===== config.mk =====
export PLATFORM = sky130hd
export DESIGN_NAME = idex_skid_stage
export DESIGN_NICKNAME = d
export VERILOG_FILES = /design/src/rtl/idex_skid_stage.sv
export SDC_FILE = /design/constraint.sdc
export NUM_CORES = 1
export LEC_CHECK = 0
export CAP_MARGIN = 25
export CORE_ASPECT_RATIO = 0.6
export CORE_UTILIZATION = 38
export DETAILED_ROUTE_END_ITERATION = 12
export PLACE_DENSITY_LB_ADDON = 0.05
export SETUP_SLACK_MARGIN = 0.1
export SLEW_MARGIN = 20
export SYNTH_ARGS = -nofsm -noshare
export SYNTH_HDL_FRONTEND = slang
export SYNTH_SLANG_ARGS = --single-unit

===== constraint.sdc =====
create_clock -name clk -period 3.65 [get_ports clk]
set_input_delay 0.73 -clock clk [delete_from_list [all_inputs] [get_ports clk]]
set_output_delay 0.73 -clock clk [all_outputs]
set_load 0.05 [all_outputs]

===== src/rtl/idex_skid_stage.sv =====
// ID/EX pipeline register built as a two-entry skid buffer.
// Handshake: an entry moves when valid and ready are both high at a rising
// edge. in_ready is a flop, so it never depends on out_ready in the same cycle.
// The main register is the head. The skid register catches one extra entry
// while downstream stalls. occ exposes the FSM state: 0 EMPTY, 1 ONE, 2 FULL.
module idex_skid_stage #(
    parameter int DATA_W  = 8,
    parameter int RADDR_W = 3,
    parameter int ALUOP_W = 4,
    parameter int CONST_W = 2
) (
    input  logic               clk,
    input  logic               reset,
    input  logic               flush,
    input  logic               in_valid,
    output logic               in_ready,
    input  logic [ALUOP_W-1:0] alu_op_i,
    input  logic [DATA_W-1:0]  data1_i,
    input  logic [DATA_W-1:0]  data2_i,
    input  logic [RADDR_W-1:0] rd_i,
    input  logic [RADDR_W-1:0] rs1_i,
    input  logic [RADDR_W-1:0] rs2_i,
    input  logic               memRead_i,
    input  logic               memWrite_i,
    input  logic               regWrite_i,
    input  logic [CONST_W-1:0] constant_i,
    output logic               out_valid,
    input  logic               out_ready,
    output logic [ALUOP_W-1:0] alu_op_o,
    output logic [DATA_W-1:0]  data1_o,
    output logic [DATA_W-1:0]  data2_o,
    output logic [RADDR_W-1:0] rd_o,
    output logic [RADDR_W-1:0] rs1_o,
    output logic [RADDR_W-1:0] rs2_o,
    output logic               memRead_o,
    output logic               memWrite_o,
    output logic               regWrite_o,
    output logic [CONST_W-1:0] constant_o,
    output logic [1:0]         occ
);

    localparam int ENTRY_W = ALUOP_W + 2*DATA_W + 3*RADDR_W + 3 + CONST_W;

    typedef enum logic [1:0] {
        S_EMPTY = 2'd0,
        S_ONE   = 2'd1,
        S_FULL  = 2'd2
    } state_t;

    state_t               state_q;
    logic [ENTRY_W-1:0]   main_q;
    logic [ENTRY_W-1:0]   skid_q;
    logic [ENTRY_W-1:0]   in_entry;
    logic                 main_valid_q;
    logic                 skid_valid_q;
    logic                 in_ready_q;
    logic                 push;
    logic                 pop;
    logic                 main_mem_read;
    logic                 main_mem_write;
    logic                 main_reg_write;

    // Pack all incoming fields into one entry word, unmodified.
    assign in_entry = {alu_op_i, data1_i, data2_i, rd_i, rs1_i, rs2_i,
                       memRead_i, memWrite_i, regWrite_i, constant_i};

    assign push = in_valid & in_ready_q;
    assign pop  = main_valid_q & out_ready;

    // Head entry drives the outputs straight from the main register.
    assign {alu_op_o, data1_o, data2_o, rd_o, rs1_o, rs2_o,
            main_mem_read, main_mem_write, main_reg_write, constant_o} = main_q;

    // Side-effecting controls are zeroed while no head is present (bubble).
    assign memRead_o  = main_mem_read  & main_valid_q;
    assign memWrite_o = main_mem_write & main_valid_q;
    assign regWrite_o = main_reg_write & main_valid_q;

    assign out_valid = main_valid_q;
    assign in_ready  = in_ready_q;
    assign occ       = state_q;

    // Occupancy FSM with main/skid storage; flush outranks push and pop.
    // On flush and on pop-to-empty the data stays put, so the outputs hold their last value.
    always_ff @(posedge clk or posedge reset) begin
        if (reset) begin
            state_q      <= S_EMPTY;
            main_valid_q <= 1'b0;
            skid_valid_q <= 1'b0;
            in_ready_q   <= 1'b1;
            main_q       <= '0;
            skid_q       <= '0;
        end else if (flush) begin
            state_q      <= S_EMPTY;
            main_valid_q <= 1'b0;
            skid_valid_q <= 1'b0;
            in_ready_q   <= 1'b1;
        end else begin
            case (state_q)
                S_EMPTY: begin
                    if (push) begin
                        main_q       <= in_entry;
                        main_valid_q <= 1'b1;
                        state_q      <= S_ONE;
                    end
                end
                S_ONE: begin
                    if (push && pop) begin
                        main_q <= in_entry;
                    end else if (push) begin
                        skid_q       <= in_entry;
                        skid_valid_q <= 1'b1;
                        in_ready_q   <= 1'b0;
                        state_q      <= S_FULL;
                    end else if (pop) begin
                        main_valid_q <= 1'b0;
                        state_q      <= S_EMPTY;
                    end
                end
                S_FULL: begin
                    // in_ready is low here, so no push can arrive.
                    if (pop) begin
                        main_q       <= skid_q;
                        skid_valid_q <= 1'b0;
                        in_ready_q   <= 1'b1;
                        state_q      <= S_ONE;
                    end
                end
                default: begin
                    state_q      <= S_EMPTY;
                    main_valid_q <= 1'b0;
                    skid_valid_q <= 1'b0;
                    in_ready_q   <= 1'b1;
                end
            endcase
        end
    end

endmodule


# After elaboration in Yosys (flattened, before gate mapping)
# Cells that the tools add are included.
# W data, S select, Z words.
# classes
muxes	22
eq_ne	14
bitwise_logic	7
n_reduce_logical	8
# op_table
cell	count
$mux W34	3
$pmux W34 S3	1
$ne A3 B3 Y1 const B	6
$mux W2	6
$reduce_and A4 Y1	3
$ne A2 B2 Y1 const B	5
$reduce_and A5 Y1	2
$mux W1	9
$pmux W1 S3	2
$pmux W2 S3	1
$and A1 B1 Y1	5
$ne A4 B4 Y1 const B	1
$reduce_bool A3 Y1	1
$eq A2 B1 Y1 const B	1
$eq A2 B2 Y1 const B	1
$logic_not A2 Y1	1
$not A1 Y1	2
$logic_and A1 B1 Y1	1
# word_totals
regBits	72
input_bits	39
word_cells	56

# Logic depth before layout (Yosys ltp)
# Gate-level depths: netlist of run 1.
# logic_depth
depth_word	6
depth_mapped	6

# Least setup slack after synthesis of run 1
# OpenSTA, ideal clock, no wires.
# synth_path
path_kind	register to output
from	register main_valid_q (netlist: out_valid)
to	output port memRead_o
t_arrival_ps	1304
setup_slack_ps	1616
required_time_ps	2920
path_stages_with_launch	3
cell_sequence	dfrtp_1 > buf_2 > and2_1
# synth_between
elab_chain_len	1
# synth_lines
element	line_no	text
from (decl)	54	logic main_valid_q;
from (signal assigned)	88	main_valid_q <= 1'b0;
from (signal assigned)	95	main_valid_q <= 1'b0;
from (signal assigned)	103	main_valid_q <= 1'b1;
$and A1 B1 Y1	75	assign memRead_o = main_mem_read & main_valid_q;
to (decl)	35	output logic memRead_o,
# Every way passes these cells.

# Worst setup path in the final report of run 1
# layout_path
from	register state_q[1] (netlist: occ[1])
to	output port occ[1]
# layout_rtl
element	line_no	text
from (decl)	50	state_t state_q;
from (signal assigned)	87	state_q <= S_EMPTY;
from (signal assigned)	94	state_q <= S_EMPTY;
from (signal assigned)	104	state_q <= S_ONE;
to (decl)	39	output logic [1:0] occ
# No word-level cell between the ends.

==> impl_results.md, run 1 <==
- CP Launch Type: flip-flop
- Drt pass-1 iters: 4
- All-layer global routing usage: 20.3%
- Tmin final: 2830 ps
- Number of synthesized register bits: 72
- # rows: 28
- Synth top cells by count: dfrtp_1, a21oi_1, and3b_1
- CP Cell Sequence: clkdlybuf4s50_1
- Placed Cells: 493
- Post-synth top area cell: dfrtp_1
- # IOs: between 70 and 80
- First-pass GRT wire length: ~16000 um
- Initial Util: 39.3%
- Crit-path max FO: 24
- Max incr delay on CP: 930 ps
- Worst rel slew slack: ~44%
- CP Capture Type: output pin
- Cell-internal power: 2.59 mW
- Mean Syn Cell Area: 11.5 um^2
- # setup viols final: 0
- EDFF count, synth: 0
- Clock Pin Slew Worst Setup and Hold Paths: 60 ps
- Via/cell ratio: 5.50
- Largest net degree at the start of global routing: 36
- ANT nets after route: 0
- Root Buffer: clkbuf_16
- Dominant synthesized flop cell: dfrtp_1
- Run status: finished clean
- Part of the power in registers: 33.1%
- Setup CP Type: reg2out
- IO buf count: 76
- Comb pwr share: 45.4%
- CTS max path bufs: 2
- Post-Syn Instances: 338
- Critical R2R Launch: occ[1]$_DFFE_PP0P_
- Area growth syn-to-layout: 23.7%
- Vias in the first global route: ~2800
- Crit path buf inv count: 1
- Power Density: ~890 nW/um^2
- Sequential fraction of the synthesis area: 46.2%
- Setup TNS: 0 ps
- Arrival time worst endpoint: roughly 2100 ps
- Post_cts resized: 0
- Hold buffers post-CTS: 0
- Clock Latency Late Sink: 330 ps
- Postcts setup bufs: 0
- Die ar.: 10700 um^2
- Layout cells sized above 1: 17.2%
- Yosys warnings: 0
- Sw power: 1.69 mW
- CTS sink count: 72
- Top cells by area, synth: dfrtp_1, mux2_4, and3b_1
- Initial antenna violation count: 0
- Net count, final: 408
- HP Start: skid_q[28]$_DFFE_PP0P_
- Syn Std Cell Area: 3900 um^2
- Final Hold Vio Count: 0
- FFs w/ async S/R, synth: 100%
- Most frequent cell after synthesis: dfrtp_1
- H-Tree Depth: 3
- Remaining DRCs: 0
- Transition time of the tightest slew-check pin: between 800 and 900 ps
- Hold/Removal Path Class: reg2reg
- Clock share of power: between 20% and 30%
- Worst path top cell family by delay: buffers and inverters
- Worst Skew: 5.54 ps
- Max-slew violations: 0
- Maximum vdd drop: just under 0.0005 V
- CP max-delay cell: clkdlybuf4s50_1
- TritonCTS clock tree: done
- Worst Hold Slack: 495 ps
- Die X: roughly 130 um
- Worst Path Required: 2920 ps
- WL/cell: 19.9 um
- Share of the synthesized area in the top cell type: between 40% and 50%
- DRT iter0 DRCs: 169
- Sw frac: 39.5%
- Post-synth net total: 377
- Overflow after GRT: 0
- Final wirelength: 10100 um
- Vias: 2795
- Fill cell count: 889
- Die Span Y: 80.5 um
- Non-filler cells, final: 508
- Setup crit start: occ[1]$_DFFE_PP0P_
- Post-DP HPWL: 6170 um
- Diodes inserted: 0
- Max Fclk: 353 MHz
- GP Congestion: 0.725
- Leak: 2.16 nW
- Max-Cap Viols: 0
- CTS buffer count: 9
- Placed instance area: 4520 um^2
- Final Cell Area: 4820 um^2
- Post-synthesis cell type count: 28
- Unrepaired setup endpoints after global routing: no
- Final Cycle Share: 77.6%
- Core area: 9910 um^2
per-stage QoR:
stage | utilization, % | total power, mW | worst slack [ps]
floorplan | - | 3.00 | 1100
global placement | 45.6 | 3.35 | 871
detailed placement | 45.6 | 3.38 | 843
CTS | 48.6 | 4.32 | 801
global route | 48.6 | 4.50 | 739
finish | 48.6 | 4.28 | 819
kinds of logic after synthesis:
family	count (synthesis)	synth area share, %
compound gates	113	19.7
flops	72	46.2
buf+inv	68	10.5
simple gates	51	10.8
mux	34	12.7
power groups by stage:
stage | registers (mW) | clock network (mW) | logic, mW
6_report | 1.42 | 0.919 | 1.95
5_1_grt | 1.47 | 0.977 | 2.06
4_1_cts | 1.42 | 0.940 | 1.96
3_5_place_dp | 1.43 | 0 | 1.95
3_3_place_gp | 1.42 | 0 | 1.93
2_1_floorplan | 1.37 | 0 | 1.64
layout make-up:
type | instances | area [um^2] | share of cell area, %
Tap cell | 135 | 169 | 3.50
Sequential cell | 72 | 1800 | 37.4
Clock inverter | 4 | 70.1 | 1.45
Clock buffer | 11 | 233 | 4.83
Multi-Input combinational cell | 198 | 1700 | 35.2
Timing Repair Buffer | 86 | 843 | 17.5
Inverter | 2 | 7.51 | 0.156
flip-flops by register name (all words and copies together), names as in the netlist:
register,flops
in_ready,1
main_q,34
occ,2
out_valid,1
skid_q,34
cell usage in the layout (no fill, tap or decap), drive strengths merged, types with 11 or more instances in the layout:
| cell type | instances |
|---|---|
| and3b | 36 |
| a22oi | 34 |
| a21oi | 37 |
| clkdlybuf4s50 | 75 |
| dfrtp | 71 |
| buf | 11 |
| clkbuf | 11 |
| a211oi | 34 |
| mux2 | 34 |
final timing paths:
path,to,slack [ps],cells after the start
hold reg to reg,skid_q[28]$_DFFE_PP0P_,490,1
max in group asynchronous,in_ready$_DFFE_PP1P_,2220,3
setup / recovery,occ[1],820,1
min in group asynchronous,main_q[12]$_DFFE_PP0P_,770,2
setup reg to reg,main_q[3]$_DFFE_PP0P_,980,5
hold / removal,skid_q[28]$_DFFE_PP0P_,490,1
routing by layer:
metal,track usage (%),wire length [um],vias to the layer above
met5,0,0,-
met4,5.63,87,0
met3,5.43,406,9
met2,28.8,4240,58
met1,29.8,5360,1436
li1,-,-,1292
Note: power is estimated with default switching activity, not from simulation.
==> inputs of run 2 (changes only) <==
==> constraint.sdc (replaced) <==
create_clock -name clk -period 2.6 [get_ports clk]
set_input_delay 0.52 -clock clk [delete_from_list [all_inputs] [get_ports clk]]
set_output_delay 0.52 -clock clk [all_outputs]
set_load 0.05 [all_outputs]
==> impl_results.md, run 2 (synthesis gave the netlist of run 1 again) <==
- Run status: finished clean (unchanged)
- Final Cycle Share: ~90%
- Crit path buf inv count: 1 (unchanged)
- Vias: 2887 (was 2795)
- All-layer global routing usage: 20.7% (was 20.3%)
- Non-filler cells, final: 513 (was 508)
- Hold path depth: 1 (unchanged)
- Layout cells sized above 1: 19.0% (was 17.2%)
- Most common cell after layout, fill and taps aside: dfrtp_1 (was clkdlybuf4s50_1)
- Postcts setup bufs: 0 (unchanged)
- Final wirelength: 10400 um (was 10100 um)
- Sw frac: 38.9% (was 39.5%)
- CTS max path bufs: 2 (unchanged)
- ANT nets after route: 0 (unchanged)
- # setup viols final: 0 (unchanged)
- Part of the power in registers: 31.8% (was 33.1%)
- Tmin final: 2330 ps
- WL/cell: 20.2 um (was 19.9 um)
- Final WS setup: 269 ps (was 819 ps)
- Most frequent cells in the layout: dfrtp_1, clkdlybuf4s50_1, a21oi_1, and3b_1 (was clkdlybuf4s50_1, dfrtp_1, a21oi_1, and3b_1)
- IO buf count: 76 (unchanged)
- Post_cts resized: 0 (unchanged)
- Critical R2R Launch: occ[1]$_DFFE_PP0P_ (unchanged)
- Worst reg-to-reg path cell count: 5 (unchanged)
- Worst R2R End: main_q[0]$_DFFE_PP0P_ (was main_q[3]$_DFFE_PP0P_)
- Hold buffers post-CTS: 0 (unchanged)
- Diodes inserted: 0 (unchanged)
- Wl on met1: 5350 um (was 5360 um)
- Hold path endpoint: skid_q[29]$_DFFE_PP0P_ (was skid_q[28]$_DFFE_PP0P_)
- Max Fclk: 429 MHz
- Setup crit start: out_valid$_DFFE_PP0P_ (was occ[1]$_DFFE_PP0P_)
- Place WS: 291 ps (was 843 ps)
- Leak: 2.27 nW (was 2.16 nW)
- Die ar.: 10700 um^2 (unchanged)
- Clock Latency Late Sink: 340 ps (was 330 ps)
- Core area: 9910 um^2 (unchanged)
- Power Density: 1260 nW/um^2 (was 888 nW/um^2)
- CP Capture Type: output pin (unchanged)
- Remaining DRCs: 0 (unchanged)
- Arrival time worst endpoint: 1810 ps (was 2100 ps)
- Maximum vdd drop: 0.000507 V (was 0.000481 V)
- Max-Cap Viols: 0 (unchanged)
- Vias in the first global route: 2868 (was 2814)
- # rows: 28 (unchanged)
- Initial Util: 39.3% (unchanged)
- Worst path top cell family by delay: buffers and inverters (unchanged)
- CTS sink count: 72 (unchanged)
- TritonCTS clock tree: done (unchanged)
- Met2 wire length: 4330 um (was 4240 um)
- HP Start: skid_q[29]$_DFFE_PP0P_ (was skid_q[28]$_DFFE_PP0P_)
- Drt pass-1 iters: 4 (unchanged)
- Final Hold Vio Count: 0 (unchanged)
- Via/cell ratio: 5.63 (was 5.50)
- Area growth syn-to-layout: 26.9% (was 23.7%)
- CP Cell Sequence: clkdlybuf4s50_1 (unchanged)
- GP Congestion: 0.742 (was 0.725)
- Worst Hold Slack: 499 ps (was 495 ps)
- CP Launch Type: flip-flop (unchanged)
- Root Buffer: clkbuf_16 (unchanged)
- Max-slew violations: 0 (unchanged)
- Worst Skew: 9.42 ps (was 5.54 ps)
- Clock Pin Slew Worst Setup and Hold Paths: 60 ps (about the same)
- Placed Cells: 497 (was 493)
- Setup TNS: 0 ps (unchanged)
- Max incr delay on CP: 880 ps (was 930 ps)
- Comb pwr share: 44.9% (was 45.4%)
- Cell-internal power: 3.81 mW (was 2.59 mW)
- Transition time of the tightest slew-check pin: 884 ps (was 834 ps)
- Routed length on met3: 596 um (was 406 um)
- Worst Path Required: 2080 ps (was 2920 ps)
- Overflow after GRT: 0 (unchanged)
- Max Used Layer: met4 (unchanged)
- Sw power: 2.42 mW (was 1.69 mW)
- Die Span Y: 80.5 um (unchanged)
- Initial antenna violation count: 0 (unchanged)
- Clock share of power: 23.3% (was 21.5%)
- First-pass GRT wire length: 16400 um (was 16200 um)
- R2R Setup Slk: 610 ps (was 980 ps)
- H-Tree Depth: 3 (unchanged)
- CP max-delay cell: clkdlybuf4s50_1 (unchanged)
- Largest net degree at the start of global routing: 73 (was 36)
- Worst rel slew slack: 41.0% (was 44.4%)
- Die X: 133 um (unchanged)
- Setup CP Type: reg2out (unchanged)
- DRT iter0 DRCs: 181 (was 169)
- Hold/Removal Path Class: reg2reg (unchanged)
- Net count, final: 412 (was 408)
- Crit-path max FO: 11 (was 24)
- # IOs: 77 (unchanged)
- Unrepaired setup endpoints after global routing: no (unchanged)
- CTS buffer count: 9 (unchanged)
- Post-DP HPWL: 5940 um (was 6170 um)
==> run 2: changes by cell type in the layout (fill, tap and decap cells not counted) <==
cell | before | now
buf_12 | 1 | 5
buf_4 | 9 | 11
bufinv_16 | 2 | 3
clkbuf_1 | 2 | 1
clkbuf_8 | 0 | 1
clkdlybuf4s50_1 | 75 | 70
clkinv_2 | 2 | 1
clkinv_4 | 0 | 1
dlymetal6s2s_1 | 0 | 3
==> run 2: worst max-delay path by stage <==
stage / end / slack (ps) / cells after the start
2_1_floorplan: main_q[0]$_DFFE_PP0P_ / 260 / 1
3_3_place_gp: main_q[1]$_DFFE_PP0P_ / 300 / 5
3_5_place_dp: main_q[0]$_DFFE_PP0P_ / 290 / 5
4_1_cts: memRead_o / 110 / 2
5_1_grt: out_valid / 230 / 1
6_report: out_valid / 270 / 1
==> run 2: layout make-up <==
type	count	area [um^2]
clock inverter	5	104
multi-input combinational	198	1700
sequential	72	1800
fill	891	4970
timing repair buffer	90	926
clock buffer	11	243
inverter	2	7.51
tap	135	169
==> run 2: metrics by stage <==
step	area, um^2	power [mW]	util, %
after floorplan	3900	4.21	-
after global placement	4590	4.76	46.3
after detailed placement	4590	4.79	46.3
after CTS	4940	6.27	49.8
after global routing	4950	6.52	49.9
final	4950	6.23	49.9
==> run 2: routing by layer <==
metal / global-route usage (%) / vias up
met5: 0 / -
met4: 6.67 / 0
met3: 5.93 / 9
met2: 29.3 / 89
met1: 29.9 / 1491
li1: - / 1298
==> run 2: power groups by stage <==
stage	Sequential, mW	Combinational [mW]	Clock (mW)
final	1.98	2.80	1.45
after global routing	2.05	2.95	1.52
after CTS	1.98	2.81	1.47
after detailed placement	1.98	2.81	0
after floorplan	1.92	2.30	0
after global placement	1.97	2.79	0
==> inputs of run 3 (changes only) <==
--- a/config.mk
+++ b/config.mk
@@ -6,10 +6,12 @@
 export NUM_CORES = 1
 export LEC_CHECK = 0
 export CAP_MARGIN = 25
+export CELL_PAD_IN_SITES_DETAIL_PLACEMENT = 1
+export CELL_PAD_IN_SITES_GLOBAL_PLACEMENT = 2
 export CORE_ASPECT_RATIO = 0.6
-export CORE_UTILIZATION = 38
+export CORE_UTILIZATION = 30
 export DETAILED_ROUTE_END_ITERATION = 12
-export PLACE_DENSITY_LB_ADDON = 0.05
+export PLACE_DENSITY_LB_ADDON = 0.08
 export SETUP_SLACK_MARGIN = 0.1
 export SLEW_MARGIN = 20
 export SYNTH_ARGS = -nofsm -noshare
==> impl_results.md, run 3 (synthesis gave the netlist of run 1 again) <==
- Max-Cap Viols: 0 (unchanged)
- Setup CP Type: reg2out (unchanged)
- H-Tree Depth: 3 (unchanged)
- Max incr delay on CP: 880 ps (about the same)
- Part of the power in registers: 33.5% (was 31.8%)
- Final Hold Vio Count: 0 (unchanged)
- Crit path buf inv count: 1 (unchanged)
- CTS buffer count: 9 (unchanged)
- GP Congestion: 0.753 (was 0.742)
- Sw frac: 40.1% (was 38.9%)
- HP Start: skid_q[27]$_DFFE_PP0P_ (was skid_q[29]$_DFFE_PP0P_)
- Die Span Y: 90.3 um (was 80.5 um)
- Cell-internal power: 3.60 mW (was 3.81 mW)
- Root Buffer: clkbuf_16 (unchanged)
- Drt pass-1 iters: 4 (unchanged)
- # rows: 31 (was 28)
- Clock Pin Slew Worst Setup and Hold Paths: 60 ps (about the same)
- DRT iter0 DRCs: 105 (was 181)
- Final Cell Area: 4930 um^2 (was 4950 um^2)
- Worst Path Required: 2080 ps (about the same)
- Overflow after GRT: 0 (unchanged)
- Worst path top cell family by delay: buffers and inverters (unchanged)
- Arrival time worst endpoint: 1800 ps (was 1810 ps)
- Power Density: 1220 nW/um^2 (was 1260 nW/um^2)
- Hold path depth: 1 (unchanged)
- Unrepaired setup endpoints after global routing: no (unchanged)
- # IOs: 77 (unchanged)
- Fill cell count: 1308 (was 891)
- Hold/Removal Path Class: reg2reg (unchanged)
- Sw power: 2.41 mW (was 2.42 mW)
- Most frequent cells in the layout: dfrtp_1, clkdlybuf4s50_1, a21oi_1 (was dfrtp_1, clkdlybuf4s50_1, a21oi_1, and3b_1)
- R2R Setup Slk: 420 ps (was 610 ps)
- Hold path endpoint: skid_q[27]$_DFFE_PP0P_ (was skid_q[29]$_DFFE_PP0P_)
- First-pass GRT wire length: 17900 um (was 16400 um)
- Crit-path max FO: 11 (unchanged)
- All-layer global routing usage: 17.8% (was 20.7%)
- Worst reg-to-reg path cell count: 3 (was 5)
- Die ar.: 13500 um^2 (was 10700 um^2)
- Via/cell ratio: 5.19 (was 5.63)
- Leak: 2.24 nW (was 2.27 nW)
- Initial Util: 31.5% (was 39.3%)
- Non-filler cells, final: 541 (was 513)
- Clock share of power: 20.0% (was 23.3%)
- CP Capture Type: output pin (unchanged)
- Critical R2R Launch: occ[1]$_DFFE_PP0P_ (unchanged)
- # setup viols final: 0 (unchanged)
- Worst Hold Slack: 500 ps (was 499 ps)
- Comb pwr share: 46.5% (was 44.9%)
- Worst R2R End: main_q[20]$_DFFE_PP0P_ (was main_q[0]$_DFFE_PP0P_)
- Max-slew violations: 0 (unchanged)
- Vias: 2807 (was 2887)
- Initial antenna violation count: 0 (unchanged)
- Transition time of the tightest slew-check pin: 914 ps (was 884 ps)
- Setup TNS: 0 ps (unchanged)
- WL/cell: 20.7 um (was 20.2 um)
- Remaining DRCs: 0 (unchanged)
- Placed instance area: 4640 um^2 (was 4590 um^2)
- ANT nets after route: 0 (unchanged)
- Max Fclk: 431 MHz (was 429 MHz)
- Maximum vdd drop: 0.000461 V (was 0.000507 V)
- Final Cycle Share: 89.2% (was 89.7%)
- CTS sink count: 72 (unchanged)
- Run status: finished clean (unchanged)
- IO buf count: 76 (unchanged)
- Tmin final: 2320 ps (was 2330 ps)
- Vias in the first global route: 2966 (was 2868)
- Postcts setup bufs: 0 (unchanged)
- Post-Route Utilization: 39.8% (was 49.9%)
- CP Launch Type: flip-flop (unchanged)
- CTS max path bufs: 2 (unchanged)
- Layout cells sized above 1: 18.9% (was 19.0%)
- Core area: 12400 um^2 (was 9910 um^2)
- CP max-delay cell: clkdlybuf4s50_1 (unchanged)
- Worst Skew: 5.11 ps (was 9.42 ps)
- Die X: 149 um (was 133 um)
- Most common cell after layout, fill and taps aside: dfrtp_1 (unchanged)
- Final wirelength: 11200 um (was 10400 um)
- Largest net degree at the start of global routing: 36 (was 73)
- TritonCTS clock tree: done (unchanged)
- Area growth syn-to-layout: 26.4% (was 26.9%)
- CP Cell Sequence: clkdlybuf4s50_1 (unchanged)
- Placed Cells: 528 (was 497)
- Net count, final: 413 (was 412)
- Clock Latency Late Sink: 330 ps (was 340 ps)
- Worst rel slew slack: 39.1% (was 41.0%)
- Post-DP HPWL: 7010 um (was 5940 um)
- Diodes inserted: 0 (unchanged)
run 3: layout make-up:
type                            count  area (um^2)  share of cell area (%)
Clock buffer                       12          246                    5.00
Tap cell                          165          206                    4.19
Clock inverter                      1         30.0                   0.609
Multi-Input combinational cell    198         1700                    34.5
Timing Repair Buffer               91          933                    18.9
Sequential cell                    72         1800                    36.6
Inverter                            2         8.76                   0.178
run 3: repair_timing:
action	CTS	global route
endpoints found under the setup margin	0	3
gates resized for setup	0	3
hold buffers	0	0
run 3: layer usage:
layer / part of all wire [%] / global-route usage [%]
met3: 3.3 / 4.34
met5: 0 / 0
met2: 42 / 23.9
met4: 0.81 / 3.83
met1: 54 / 27.9
run 3: how the worst max path moves through the flow:
stage | startpoint | end | slack, ps | cells past startpoint
6_report | out_valid$_DFFE_PP0P_ | out_valid | 280 | 1
5_1_grt | out_valid$_DFFE_PP0P_ | out_valid | 210 | 1
4_1_cts | out_valid$_DFFE_PP0P_ | regWrite_o | 120 | 2
3_5_place_dp | in_valid | occ[1]$_DFFE_PP0P_ | 350 | 5
3_3_place_gp | in_valid | skid_q[26]$_DFFE_PP0P_ | 340 | 5
2_1_floorplan | reset | main_q[0]$_DFFE_PP0P_ | 260 | 1
run 3: worst reg2reg max path: stages (launching register included):
cell	delay, ps
dfrtp_1	730
nand2b_2	670
a211oi_1	520
a22oi_1	120
run 3: through the flow:
stage	power [mW]	worst slack, ps
floorplan	4.21	257
global placement	4.80	344
detailed placement	4.84	353
CTS	6.08	120
global route	6.33	206
finish	6.01	282
run 3: power by group through the flow:
| stage | sequential [mW] | clock (mW) | combinational (mW) |
|---|---|---|---|
| floorplan | 1.92 | 0 | 2.30 |
| global placement | 2.01 | 0 | 2.78 |
| detailed placement | 2.01 | 0 | 2.82 |
| CTS | 2.01 | 1.24 | 2.82 |
| global route | 2.09 | 1.28 | 2.97 |
| finish | 2.01 | 1.20 | 2.79 |
